==> src/rtl/instruction_fetch.sv <==
// Instruction fetch stage: PC register, BOOT/RUN/HALT control and the IF/ID pipeline register.
// The PC drives instruction memory directly; read data is captured into IF/ID on the next edge.
module instruction_fetch #(
  parameter int INS_ADDRESS = 32,
  parameter int INS_W       = 32,
  parameter int RESET_PC    = 0,
  parameter int IMEM_LAST   = 68
) (
  input  logic                   clk,
  input  logic                   reset,
  input  logic                   stall,
  input  logic                   flush,
  input  logic                   redirect_en,
  input  logic [INS_ADDRESS-1:0] redirect_pc,
  output logic [INS_ADDRESS-1:0] imem_address,
  input  logic [INS_W-1:0]       imem_instruction,
  output logic [INS_ADDRESS-1:0] if_id_pc,
  output logic [INS_ADDRESS-1:0] if_id_pc_plus4,
  output logic [INS_W-1:0]       if_id_instruction,
  output logic                   if_id_valid,
  output logic                   halted,
  output logic [31:0]            fetch_count
);

  typedef enum logic [1:0] {BOOT, RUN, HALT} state_t;

  localparam logic [INS_ADDRESS-1:0] RESET_PC_A  = INS_ADDRESS'(RESET_PC);
  localparam logic [INS_ADDRESS-1:0] IMEM_LAST_A = INS_ADDRESS'(IMEM_LAST);
  localparam logic [INS_W-1:0]       NOP         = INS_W'(32'h00000013);

  state_t                   state_q, state_d;
  logic [INS_ADDRESS-1:0]   pc_q, pc_d;
  logic [INS_ADDRESS-1:0]   ifid_pc_q, ifid_pc_d;
  logic [INS_ADDRESS-1:0]   ifid_pc4_q, ifid_pc4_d;
  logic [INS_W-1:0]         ifid_instr_q, ifid_instr_d;
  logic                     ifid_valid_q, ifid_valid_d;
  logic [31:0]              count_q, count_d;

  logic [INS_ADDRESS-1:0]   pc_plus4;
  logic [INS_ADDRESS-1:0]   target_pc;
  logic                     do_bubble;
  logic                     do_latch;

  // Adder width equals the PC width, so the increment wraps silently.
  assign pc_plus4  = pc_q + INS_ADDRESS'(4);
  assign target_pc = redirect_pc & ~INS_ADDRESS'(3);

  always_comb begin
    state_d      = state_q;
    pc_d         = pc_q;
    ifid_pc_d    = ifid_pc_q;
    ifid_pc4_d   = ifid_pc4_q;
    ifid_instr_d = ifid_instr_q;
    ifid_valid_d = ifid_valid_q;
    count_d      = count_q;
    do_bubble    = 1'b0;
    do_latch     = 1'b0;

    case (state_q)
      BOOT: begin
        state_d   = RUN;
        do_bubble = 1'b1;
      end
      RUN: begin
        if (redirect_en) begin
          pc_d      = target_pc;
          do_bubble = 1'b1;
        end else if (pc_q > IMEM_LAST_A) begin
          state_d   = HALT;
          do_bubble = 1'b1;
        end else begin
          if (!stall) pc_d = pc_plus4;
          // Flush wins over stall for IF/ID, while the PC still honours the stall.
          if (flush)       do_bubble = 1'b1;
          else if (!stall) do_latch  = 1'b1;
        end
      end
      HALT: begin
        do_bubble = 1'b1;
        if (redirect_en) begin
          state_d = RUN;
          pc_d    = target_pc;
        end
      end
      default: begin
        state_d   = BOOT;
        do_bubble = 1'b1;
      end
    endcase

    if (do_bubble) begin
      ifid_pc_d    = '0;
      ifid_pc4_d   = '0;
      ifid_instr_d = NOP;
      ifid_valid_d = 1'b0;
    end else if (do_latch) begin
      ifid_pc_d    = pc_q;
      ifid_pc4_d   = pc_plus4;
      ifid_instr_d = imem_instruction;
      ifid_valid_d = 1'b1;
    end

    if (do_latch && (count_q != 32'hFFFF_FFFF)) count_d = count_q + 32'd1;
  end

  always_ff @(posedge clk or posedge reset) begin
    if (reset) begin
      state_q      <= BOOT;
      pc_q         <= RESET_PC_A;
      ifid_pc_q    <= '0;
      ifid_pc4_q   <= '0;
      ifid_instr_q <= NOP;
      ifid_valid_q <= 1'b0;
      count_q      <= '0;
    end else begin
      state_q      <= state_d;
      pc_q         <= pc_d;
      ifid_pc_q    <= ifid_pc_d;
      ifid_pc4_q   <= ifid_pc4_d;
      ifid_instr_q <= ifid_instr_d;
      ifid_valid_q <= ifid_valid_d;
      count_q      <= count_d;
    end
  end

  assign imem_address      = pc_q;
  assign if_id_pc          = ifid_pc_q;
  assign if_id_pc_plus4    = ifid_pc4_q;
  assign if_id_instruction = ifid_instr_q;
  assign if_id_valid       = ifid_valid_q;
  assign halted            = (state_q == HALT);
  assign fetch_count       = count_q;

endmodule

==> config.mk <==
export PLATFORM = sky130hd
export DESIGN_NAME = instruction_fetch
export DESIGN_NICKNAME = d
export VERILOG_FILES = /design/src/rtl/instruction_fetch.sv
export SDC_FILE = /design/constraint.sdc
export NUM_CORES = 1
export LEC_CHECK = 0
export CAP_MARGIN = 20
export CORE_ASPECT_RATIO = 0.6
export CORE_UTILIZATION = 42
export DETAILED_ROUTE_END_ITERATION = 10
export HOLD_SLACK_MARGIN = 0.1
export PLACE_DENSITY = 0.77
export SLEW_MARGIN = 20
export SYNTH_ARGS = -nofsm -noshare
export SYNTH_HDL_FRONTEND = slang
export SYNTH_SLANG_ARGS = --single-unit
==> constraint.sdc <==
create_clock -name clk -period 4.61 [get_ports clk]
set_input_delay 0.6915 -clock clk [delete_from_list [all_inputs] [get_ports clk]]
set_output_delay 0.6915 -clock clk [all_outputs]
set_load 0.01 [all_outputs]
==> summary by stage, run 1 <==
Final layout
The most common library cell in the layout ignoring fill and taps is sky130_fd_sc_hd__clkdlybuf4s50_1. In the layout the commonest cells are sky130_fd_sc_hd__clkdlybuf4s50_1 (225), sky130_fd_sc_hd__dfrtp_1 (155), sky130_fd_sc_hd__nor2_1 (75). Once layout is complete, the cells apart from fillers number 1060.

In the final layout, flip-flops and latches occupy between 3000 and 4000 µm². The share of post-route cells with drive strength above 1 is 6.88%. The number of antenna repair diodes is 0. The synthesis-to-finish area growth is 42.9%.

Fill cells in the final layout number 1262. The final layout net count is 918. Measured on the finished design, the core utilization comes to between 60% and 70%. The multi-input combinational cells in the finished layout cover a total of ~2700 µm².

Floorplan
The floorplan step set the die height to approximately 100 µm. After floorplanning, the core was sized to cover 15700 µm². For this design the top-level I/O count stands at 231. The floorplan step defined a die boundary enclosing 16900 µm². The initialized floorplan defines 35 standard-cell rows.

The initial utilization of the core area, before any placement, comes to 44.0%. The die width is 167 µm.

Routing
Summed over all layers, the routed wires come to 19000 µm. The routed layout has approximately 5600 vias. In the final routed layout, each cell accounts on average for 17.9 µm. The number of design rule violations left after detail routing is 0. The number of detailed-routing iterations run before antenna repair is 5. The routed via count divided by cell count is 5.32. The final antenna-violating net count is 0. For this block, the initial DRC count from the detailed router was 476.

Critical path
The critical path is of the register to register type. The highest fanout seen on the critical path is 23. The worst register-to-register path begins at imem_address[10].

STA puts the critical path data required time at around 4800 ps. Walking the worst path, the cells encountered are nor4_1 -> nand3_1 -> nor4_4 -> or2_1 -> a22oi_1. The worst-case register-to-register setup slack is 1700 ps. The library cell contributing the largest single delay on the critical path is sky130_fd_sc_hd__or2_1. The critical path endpoint category is a register. The path depth of the worst reg2reg path is 5. The kind of launch point of the worst setup path is a register.

The endpoint identified for the worst register-to-register timing path is imem_address[4]. In this design, the stage delay of the slowest critical-path cell is between 700 and 800 ps. The worst path arrival time is 3140 ps.

Hold path
The worst hold path terminates at if_id_pc[18]. The worst hold path begins at if_id_pc[18]. The path category of the worst min-delay check is register to register.

The number of cells traversed by the worst hold path is 1.

Power
In this run, flip-flops and latches consume 43.1% of the power. The share of total power dissipated in the clock network is approximately 33%. The logic gate share of total power is 23.6%.

The maximum VDD drop is 0.000316 V. In this run the static leakage power is 4.34 nW. The switching part of the total is between 30% and 40%.

The total power divided by cell area is 411 nW/µm². The internal portion of total power is about 2.8 mW. The analysis attributes to net switching a power of 1.29 mW.

Placement
Port buffering added 226 buffers. The routability congestion estimate is 0.915. Once placement completed, the tool counted placed cells totaling 1029. The final HPWL from detailed placement is about 13000 µm.

Synth
For this run, the leading register cell type out of synthesis is sky130_fd_sc_hd__dfrtp_1. Counting flops with a built-in enable in the synthesized netlist gives 0. Dividing the synthesized area by the synthesized cell count gives 10.9 µm². After synthesis the netlist holds a flip-flop and latch count of ~160. The sequential element share of the synthesized area is 57.4%.

Synthesis produced a netlist whose cell count is 630. Synthesis instantiated 53 different standard cells from the library. Summing every instance area after synthesis gives 6890 µm². For this run, asynchronously set or reset flops after synthesis account for 100%. During synthesis, Yosys emitted a total of 0 warnings.

STA
Adding up every negative setup slack in the final design gives 0 ps. The final number of hold-violating endpoints is 0. Setup repair after global routing left no endpoint under its margin. The clock period could shrink to 2910 ps. Derived from the worst setup path, the maximum achievable clock frequency is 344 MHz.

The final worst clock skew is 14.6 ps. The count of pins over their slew limit is 0. The worst path uses between 60% and 70% of the clock period.

In this run the tightest slew margin relative to its limit is roughly a third. The actual transition at the worst max-transition pin is around 1000 ps. The final worst hold slack is 485 ps. Setup violations remaining at the end of the flow were counted as 0.

Clocking
The clock reaches the later pin of the worst-skew pair after 410 ps. Buffers added to address setup during post-CTS repair amount to 0. TritonCTS built the clock tree. The H-tree depth is 4. The number of clock sinks seen by CTS is 158. The clock transition at the registers of the reported paths is 70 ps. The total of hold buffers inserted after clock tree synthesis is 0.

The post-cts resize count is 0. The maximum count of clock buffers along a single path is 2. The tree is rooted in a sky130_fd_sc_hd__clkbuf_16. In this run, CTS created clock tree buffers numbering 17.

Global routing
The pin count of the biggest net entering global routing is 159. The via count of the first global-routing pass is 5413. The first global-routing pass estimated 29900 µm of wire.

For this run, the total global-route usage over all layers was measured as 22.8%. The number of antenna violations at the first check in global routing is 0. The aggregate global routing overflow is 0.

Run status
The flow ran to the end, and the final reports show no timing, DRC or antenna violations.

Job
The number of max-capacitance violations reported is 0.
through the flow:
step / setup slack [ps] / area (µm²) / power, mW
after floorplan: 1920 / 6900 / 2.24
after global placement: 1520 / 9290 / 2.68
after detailed placement: 1480 / 9290 / 2.71
after CTS: 1750 / 9850 / 4.07
after global routing: 1480 / 9850 / 4.23
final: 1700 / 9850 / 4.04
per-layer routing:
metal	part of all wire (%)	up-vias	GRT usage, %
met2	43	229	33.4
li1	-	2628	-
met5	0	-	0
met1	47	2770	33.2
met3	8.3	17	6.96
met4	0.99	0	5.65
power groups by stage:
stage	Clock, mW	Sequential, mW	Combinational, mW
final	1.34	1.74	0.956
after global routing	1.43	1.76	1.03
after CTS	1.38	1.74	0.954
after detailed placement	0	1.76	0.947
after global placement	0	1.75	0.929
after floorplan	0	1.74	0.494
worst max-delay path by stage:
stage                           from              end  slack, ps  cells past startpoint
finish              imem_address[10]  imem_address[4]       1700                      5
global route        imem_address[10]  imem_address[5]       1480                      5
CTS                  imem_address[2]  imem_address[4]       1750                      7
detailed placement       redirect_en   fetch_count[4]       1480                      7
global placement         redirect_en   fetch_count[4]       1520                      7
floorplan                      reset   fetch_count[0]       1920                      1
state kept, by name, summed over array words and instances (netlist names):
name / count
fetch_count: 32
if_id_instruction: 32
if_id_pc: 31
if_id_pc_plus4: 30
imem_address: 30
state_q: 2
if_id_valid: 1
cells in the mapped netlist, types with 4 or more instances:
| master | number | area (µm²) |
|---|---|---|
| sky130_fd_sc_hd__dfrtp_1 | 155 | 3880 |
| sky130_fd_sc_hd__nor2_1 | 77 | 289 |
| sky130_fd_sc_hd__and2_1 | 54 | 338 |
| sky130_fd_sc_hd__mux2i_1 | 38 | 380 |
| sky130_fd_sc_hd__a21oi_1 | 25 | 125 |
| sky130_fd_sc_hd__nand3_1 | 24 | 120 |
| sky130_fd_sc_hd__clkbuf_1 | 23 | 86.3 |
| sky130_fd_sc_hd__nand2_1 | 21 | 78.8 |
| sky130_fd_sc_hd__nand4_1 | 21 | 131 |
| sky130_fd_sc_hd__xor2_1 | 21 | 184 |
| sky130_fd_sc_hd__nor3_1 | 18 | 90.1 |
| sky130_fd_sc_hd__inv_1 | 14 | 52.6 |
| sky130_fd_sc_hd__nor4_1 | 13 | 81.3 |
| sky130_fd_sc_hd__o22ai_1 | 12 | 75.1 |
| sky130_fd_sc_hd__xnor2_1 | 12 | 105 |
| sky130_fd_sc_hd__and3_1 | 11 | 68.8 |
| sky130_fd_sc_hd__o21ai_0 | 10 | 50.1 |
| sky130_fd_sc_hd__buf_4 | 7 | 52.6 |
| sky130_fd_sc_hd__a31oi_1 | 6 | 37.5 |
| sky130_fd_sc_hd__buf_2 | 6 | 30.0 |
| sky130_fd_sc_hd__o22a_1 | 6 | 52.6 |
| sky130_fd_sc_hd__and4_1 | 5 | 43.8 |
| sky130_fd_sc_hd__ha_1 | 4 | 50.1 |
| sky130_fd_sc_hd__nor4b_2 | 4 | 60.1 |
cell families (layout without fill, tap and decap cells):
kind of cell,after synthesis,in the layout,synth area share (%)
simple gates,268,268,21.4
flops,158,158,57.4
compound gates,75,75,6.92
buf+inv,52,278,3.54
mux,39,39,5.68
xor+xnor,33,33,4.19
fa+ha+maj,4,4,0.726
other cells,1,2,0.0544
worst max-delay path, delay by kind of cell (launching register included):
family / cells / cell delay, ps
DFF: 1 / 450
AOI/OAI and AO/OA: 1 / 200
and+or+nand+nor: 4 / 2070
layout make-up:
class	count	share of cell area, %
timing repair buffer	233	23.6
tap	203	2.58
sequential	158	40.2
multi-input combinational	421	27.4
inverter	14	0.572
clock buffer	18	4.36
clock inverter	13	1.33
Note: power is estimated with default switching activity, not from simulation.
==> run 2: changes to the inputs <==
--- a/config.mk
+++ b/config.mk
@@ -7,10 +7,10 @@
 export LEC_CHECK = 0
 export CAP_MARGIN = 20
 export CORE_ASPECT_RATIO = 0.6
-export CORE_UTILIZATION = 42
+export CORE_UTILIZATION = 45
 export DETAILED_ROUTE_END_ITERATION = 10
 export HOLD_SLACK_MARGIN = 0.1
-export PLACE_DENSITY = 0.77
+export PLACE_DENSITY = 0.79
 export SLEW_MARGIN = 20
 export SYNTH_ARGS = -nofsm -noshare
 export SYNTH_HDL_FRONTEND = slang
==> constraint.sdc (replaced) <==
create_clock -name clk -period 3 [get_ports clk]
set_input_delay 0.45 -clock clk [delete_from_list [all_inputs] [get_ports clk]]
set_output_delay 0.45 -clock clk [all_outputs]
set_load 0.01 [all_outputs]
==> summary by stage, run 2 (same netlist as run 1, synthesis figures left out) <==
STA
The worst path meets setup with around 480 ps of slack. The setup violation total in the final timing report is 0. The count of pins over their slew limit was 0. The routed design could run at a clock period as short as between 2000 and 3000 ps. The highest achievable clock rate is around 400 MHz. The setup total negative slack is 0 ps. The post-route fraction of the period consumed by the critical path is 84.1%.

The actual transition at the worst max-transition pin is 734 ps. Setup repair after global routing left no endpoint under its margin. The final worst clock skew is ~12 ps.

The normalized max-slew margin is 51.1%. The final number of hold-violating endpoints came to 0.

Critical path
The highest fanout seen on the critical path is 23. For the worst setup path, the data arrival time is 2790 ps. STA classifies the critical path startpoint as a register. On the critical path, the stage with the largest delay is an instance of sky130_fd_sc_hd__nor4_4. The critical path endpoint category is a register. The critical path data required time is 3270 ps. The critical path start-end classification is register to register. The critical path goes through nor4_1 -> nand4_1 -> nor4_4 -> or2_1 -> buf_4 -> a22oi_1. The delay contributed by the slowest stage of the critical path is approximately 570 ps.

Routing
Wires add up to 19300 µm. The final antenna-violating net count is 0. The routed length per instance is 18.1 µm. The number of detailed-routing iterations run before antenna repair is 5. The violation count after the first detailed-route iteration is 514. The via total after detailed routing is 5838.

Using the TritonRoute via totals, the vias-per-cell ratio works out to 5.48. The number of design rule violations left after detail routing is 0.

Floorplan
The number of top-level design ports is 231. The placement row count is 34. The die is 97.9 µm tall.

From left edge to right edge, the die measures 162 µm. The total area inside the core boundary comes to 14700 µm². The die covers between 15000 and 20000 µm².

The initial utilization of the core area, before any placement, comes to 46.8%.

Clocking
CTS placed an instance of sky130_fd_sc_hd__clkbuf_16 at the clock tree root. The H-tree depth is 4. The CTS tree is yes. The clock latency reported for the late side of the worst-skew pair is 410 ps. The number of clock sinks seen by CTS is 158. The clock transition at the registers of the reported paths is 70 ps.

The number of buffers inserted by post-CTS setup repair is 0. Buffers inserted to repair hold after CTS numbered 0. The number of buffers created by CTS is 17. The number of gates resized after CTS was 0. No sink is reached through more buffers than the 2 on the longest clock path.

Global routing
For this run the aggregate overflow at the end of global routing stands at 0. The number of antenna violations at the first check in global routing is 0. The first global-routing pass estimated 31000 µm of wire.

The via count of the first global-routing pass is ~5700. The global-route usage over all layers is 24.9%. Entering global routing, the biggest net connects 60 pins.

Placement
The setup slack at placement is ~520 ps. Routability-driven placement finished with a final weighted congestion of 0.928. Detailed placement finished with a half-perimeter wire length of 14000 µm. The placed instances occupy a cell area of 9390 µm². Input and output buffers added on the ports amount to about 230.

Hold path
The path category of the worst min-delay check is input pin to async pin.

Job
The number of max-capacitance violations reported is 0.

Power
The analysis attributes to cell leakage a power of 4.38 nW. Across the VDD grid, the largest voltage drop is 0.000425 V. In this run the power density over the cells is 621 nW/µm².

Final layout
Cells with a size suffix above 1 make up 8.06% of the layout. Leaving out fill and tap cells, the most frequent cell in the layout is sky130_fd_sc_hd__clkdlybuf4s50_1. The number of antenna repair diodes is 0.

The area growth from synthesis to layout is 44.0%. The finished cells cover 9920 µm². The top cell types in the final layout, fill and taps aside, are sky130_fd_sc_hd__clkdlybuf4s50_1 (225), sky130_fd_sc_hd__dfrtp_1 (155), sky130_fd_sc_hd__nor2_1 (75). After the last flow step, the layout net total stands at between 900 and 1000.

Run status
The run finished with clean final reports.
==> run 2: cell types whose count changed in the layout (fill, tap and decap cells not counted) <==
cell / previous run / this run
sky130_fd_sc_hd__buf_4: 6 / 15
sky130_fd_sc_hd__clkinvlp_4: 3 / 6
sky130_fd_sc_hd__buf_12: 1 / 3
sky130_fd_sc_hd__clkinv_4: 3 / 1
sky130_fd_sc_hd__bufinv_16: 1 / 0
==> run 2: layout make-up <==
cell class              instances  area [µm²]
clock buffers                  18         429
clock inverters                13         106
fillers                      1116        4790
inverters                      14        56.3
multi-input cells             421        2700
flip-flops and latches        158        3960
well taps                     198         248
repair buffers                244        2430
==> run 2: power by group <==
part           internal, mW  switching, mW  leakage, nW  total, mW
combinational         0.771          0.748         2.05       1.52
clock                  1.07          0.900        0.248       1.97
sequential             2.33          0.349         2.08       2.68
total                  4.17           2.00         4.38       6.17
==> run 2: per-stage QoR <==
step	util, %	power [mW]	hold WS [ps]	cells
6_report	67.4	6.17	442	1066
5_1_grt	67.4	6.46	460	1066
4_1_cts	67.4	6.18	439	1066
3_5_place_dp	63.8	4.20	470	1035
3_3_place_gp	63.8	4.14	468	1035
2_1_floorplan	-	3.44	455	631
==> run 2: layer usage <==
metal / GRT usage [%] / routed length [µm]
met1: 37.0 / 8740
met2: 37.8 / 8800
met3: 5.18 / 1580
met4: 5.37 / 129
met5: 0 / 0
==> run 2: worst paths after layout <==
path | end | slack, ps | cells past startpoint | start
min in group clk | if_id_pc[16] | 480 | 1 | if_id_pc[16]
setup reg to reg | imem_address[4] | 480 | 6 | imem_address[27]
setup / recovery | imem_address[4] | 480 | 6 | imem_address[27]
max in group asynchronous | fetch_count[19] | 1860 | 3 | reset
hold reg to reg | if_id_pc[16] | 480 | 1 | if_id_pc[16]
hold / removal | if_id_pc[10] | 440 | 2 | reset
==> run 2: critical path: cells and delay by family (launching register included) <==
kind,cells,cell delay [ps]
buffers and inverters,1,270
AOI/OAI and AO/OA,1,140
DFF,1,430
and+or+nand+nor,4,1540
==> RTL change 1, RTL diff (settings of run 1) <==
`INS_W`: 32 -> 36.
--- a/src/rtl/instruction_fetch.sv
+++ b/src/rtl/instruction_fetch.sv
@@ -2,7 +2,7 @@
 // The PC drives instruction memory directly; read data is captured into IF/ID on the next edge.
 module instruction_fetch #(
   parameter int INS_ADDRESS = 32,
-  parameter int INS_W       = 32,
+  parameter int INS_W       = 36,
   parameter int RESET_PC    = 0,
   parameter int IMEM_LAST   = 68
 ) (
Interface: changed (resized if_id_instruction and imem_instruction); port bits go from 231 to 239. No check against the original RTL was run, so the function may have changed too.
==> RTL change 1 against run 1 <==
Routed wire length is 0.11% higher; power hardly changed; highest routed layer unchanged; setup slack worse by 0.23 ns; global-route usage is 0.12 points lower; largest power group unchanged; cell area is 1.1% higher; area after synthesis is 0.18% lower; fmax is 7.3% lower; first-iteration DRC count is 17% higher; worst hold slack worse by 0.0018 ns; sequential cell count is 4 higher; non-clock buffer count is 8 higher.
==> RTL change 1: results (changes against run 1) <==
place:
  setup_slack_placement_ns: 1.06  # -0.420 ns
  placement_cell_area_mm2: 0.00938  # +0.94%
  buffer_ports.inserted: 234  # +3.5%
setup_path:
  cp_max_stage_cell: "sky130_fd_sc_hd__a21o_1"
  worst_r2r_endpoint: "imem_address[5]"
  critical_path.max_stage_delay_ns: 0.82  # +0.04 ns
global_routing:
  globalRouteTotalUtil: 0.227  # -0.00124
  use_met1: 0.335  # +0.00213
  groute.layer.met2.usage: 0.336  # +0.00204
  grt_pass1_vias: 5272  # -2.6%
  grt_max_degree: 133  # -16%
  grt_first_pass_wirelength_um: 29800  # -0.46%
detailed_routing:
  mean_routed_wirelength_per_cell_um: 17.6  # -2.0%
  detailroute.via_count: 5517  # -2.3%
  routed-wl-met3_um: 1450  # -8.2%
  drt_iter0_markers: 558  # +17%
  met1Wirelength_um: 9210  # +2.2%
hold_path:
  worstHoldEndpoint: "state_q[0]"
  critical_hold_path_startpoint: "state_q[0]"
timing:
  slew_headroom: 0.387  # +0.0465
pwr:
  vdd_drop_max_uv: 180  # -43%
synthesis:
  synth_mux_area_frac: 0.0628  # +0.00592
  synth.distinct_cells: 47  # -11%
  synthTopCellsByCount: "sky130_fd_sc_hd__dfrtp_1 (159), sky130_fd_sc_hd__nor2_1 (92), sky130_fd_sc_hd__and2_1 (54), sky130_fd_sc_hd__mux2i_1 (42), sky130_fd_sc_hd__nand2_1 (38)"
  post_synth.cell_area_avg_um2: 10.7  # -1.7%
run_status:
  outcome: "completed"
finish:
  final_cell_count_no_fill: 1083  # +2.2%
  final_nets: 944  # +2.8%
RTL change 1: worst max path at each step:
stage / from / to / slack [ns] / depth (start not counted)
after floorplan: reset / fetch_count[0] / 1.86 / 1
after global placement: redirect_en / if_id_pc[16] / 1.09 / 5
after detailed placement: redirect_en / if_id_pc[15] / 1.06 / 5
after CTS: redirect_en / if_id_pc_plus4[23] / 1.47 / 5
after global routing: imem_address[27] / imem_address[5] / 1.20 / 6
final: imem_address[27] / imem_address[5] / 1.47 / 6
RTL change 1: report_power, final:
part           total (mW)  switching, mW  leakage [nW]  internal (mW)
clock                1.39          0.627         0.278          0.765
combinational       0.907          0.457          2.02          0.450
sequential           1.75          0.196          2.12           1.55
RTL change 1: cell type report:
cell class / count / area (um^2)
sequential: 162 / 4060
clock buffer: 18 / 429
tap: 203 / 254
timing repair buffer: 241 / 2400
clock inverter: 14 / 150
inverter: 15 / 60.1
multi-input combinational: 430 / 2600
fill: 1284 / 5720
==> RTL change 2, RTL diff (settings of run 1) <==
Made on the original files. Make the reset (`reset`) synchronous in one clocked block.
--- a/src/rtl/instruction_fetch.sv
+++ b/src/rtl/instruction_fetch.sv
@@ -103,7 +103,7 @@
     if (do_latch && (count_q != 32'hFFFF_FFFF)) count_d = count_q + 32'd1;
   end
 
-  always_ff @(posedge clk or posedge reset) begin
+  always_ff @(posedge clk) begin
     if (reset) begin
       state_q      <= BOOT;
       pc_q         <= RESET_PC_A;
Formal check against the unedited RTL: differs if reset is asserted again (counterexample within 4 cycles, from zero or initial values and one cycle with reset high); with reset held inactive, the same outputs for 4 cycles.
==> RTL change 2 against run 1 <==
Global-route usage down 0.86 points; cell area down 3.7%; routed wire length down 5.3%; area after synthesis down 3.7%; critical path type unchanged; highest routed layer unchanged; sequential cell count down 1; fmax down 4.5%; largest cell class unchanged; cell count up 9.1%; critical endpoint is now imem_address[14]; worst hold slack worse by 0.034 ns; setup slack worse by 0.14 ns.
Power is not compared: it rests on default switching activity, and its combinational part moved more than twofold at a synthesized area within 25%.
==> RTL change 2: results (changes against run 1) <==
run_status:
  outcome: "completed"
place:
  buffer_ports.inserted: 222  # -1.8%
  dp.cells: 1124  # +9.2%
  setup_slack_placement_ns: 1.34  # -0.136 ns
  gp_congestion: 0.860  # -6.0%
  hpwlAfterDp_um: 12800  # -4.0%
detailed_routing:
  finalWirelength_um: 18000  # -5.3%
  via_per_inst: 5.09  # -4.3%
  drt_iter0_markers: 455  # -4.4%
setup_path:
  path_max_fanout: 18  # -22%
  worst-endpoint-arrival_ns: 3.37  # +0.23 ns
  cp_max_stage_cell: "sky130_fd_sc_hd__nor3_2"
  critical_path.max_stage_delay_ns: 0.68  # -0.10 ns
global_routing:
  grt_max_degree: 60  # -62%
  grt_pass1_vias: 5360  # -0.98%
  grt_first_pass_wirelength_um: 28200  # -5.8%
  globalRouteTotalUtil: 0.220  # -0.00855
synthesis:
  synthesis.instances: 740  # +17%
  synth.distinct_cells: 55  # +3.8%
  async_reset_ff_frac: 0  # -1.00
  synth_ff_type: "sky130_fd_sc_hd__dfxtp_1"
timing:
  clock-skew-final_ns: 0.0149  # +0.000329 ns
  worst-slew-pin-transition_ns: 0.953  # -0.0353 ns
cts:
  clk_pin_slew_ns: 0.07  # about the same
finish:
  final_nets: 1013  # +10%
  final_cell_count_no_fill: 1156  # +9.1%
hold_path:
  worstHoldPathType: "register to register"
==> RTL change 2: per-layer routing <==
metal / global-route usage / share of wire / up-vias
met1: 0.309 / 0.48 / 2766
met3: 0.0755 / 0.091 / 8
met4: 0.0491 / 0.0061 / 0
li1: - / - / 2905
met2: 0.323 / 0.43 / 210
met5: 0 / 0 / -
==> RTL change 2: final cells by class <==
| type | count | area (um^2) | share of cell area |
|---|---|---|---|
| well taps | 203 | 254 | 0.0268 |
| flip-flops and latches | 157 | 3140 | 0.332 |
| clock inverters | 13 | 131 | 0.0139 |
| multi-input cells | 476 | 3010 | 0.318 |
| clock buffers | 19 | 453 | 0.0478 |
| inverters | 60 | 225 | 0.0238 |
| repair buffers | 228 | 2260 | 0.238 |
==> RTL change 2: path summary, 6_finish.rpt <==
check / startpoint / endpoint / slack (ns) / cells past startpoint
max: imem_address[22] / imem_address[14] / 1.56 / 6
min: if_id_pc[26] / if_id_pc[26] / 0.45 / 2
max reg2reg: imem_address[22] / imem_address[14] / 1.56 / 6
min reg2reg: if_id_pc[26] / if_id_pc[26] / 0.45 / 2
==> RTL change 2: where the power goes <==
part | internal [mW] | switching (mW) | total [mW] | leakage, nW
Sequential | 1.39 | 0.0433 | 1.43 | 1.27
Clock | 0.786 | 0.589 | 1.38 | 0.276
Combinational | 0.170 | 0.199 | 0.370 | 1.73
==> RTL change 2: logic make-up (layout without fill, tap and decap cells) <==
logic type,after synthesis,count (layout),share of synthesized area
multiplexers,37,37,0.0560
AO/OA/AOI/OAI,129,129,0.142
buffers and inverters,112,320,0.0753
flip-flops,157,157,0.474
adder cells (fa/ha/maj),4,4,0.00755
XOR/XNOR,30,30,0.0396
AND/OR/NAND/NOR,270,270,0.205
other,1,6,0.000565
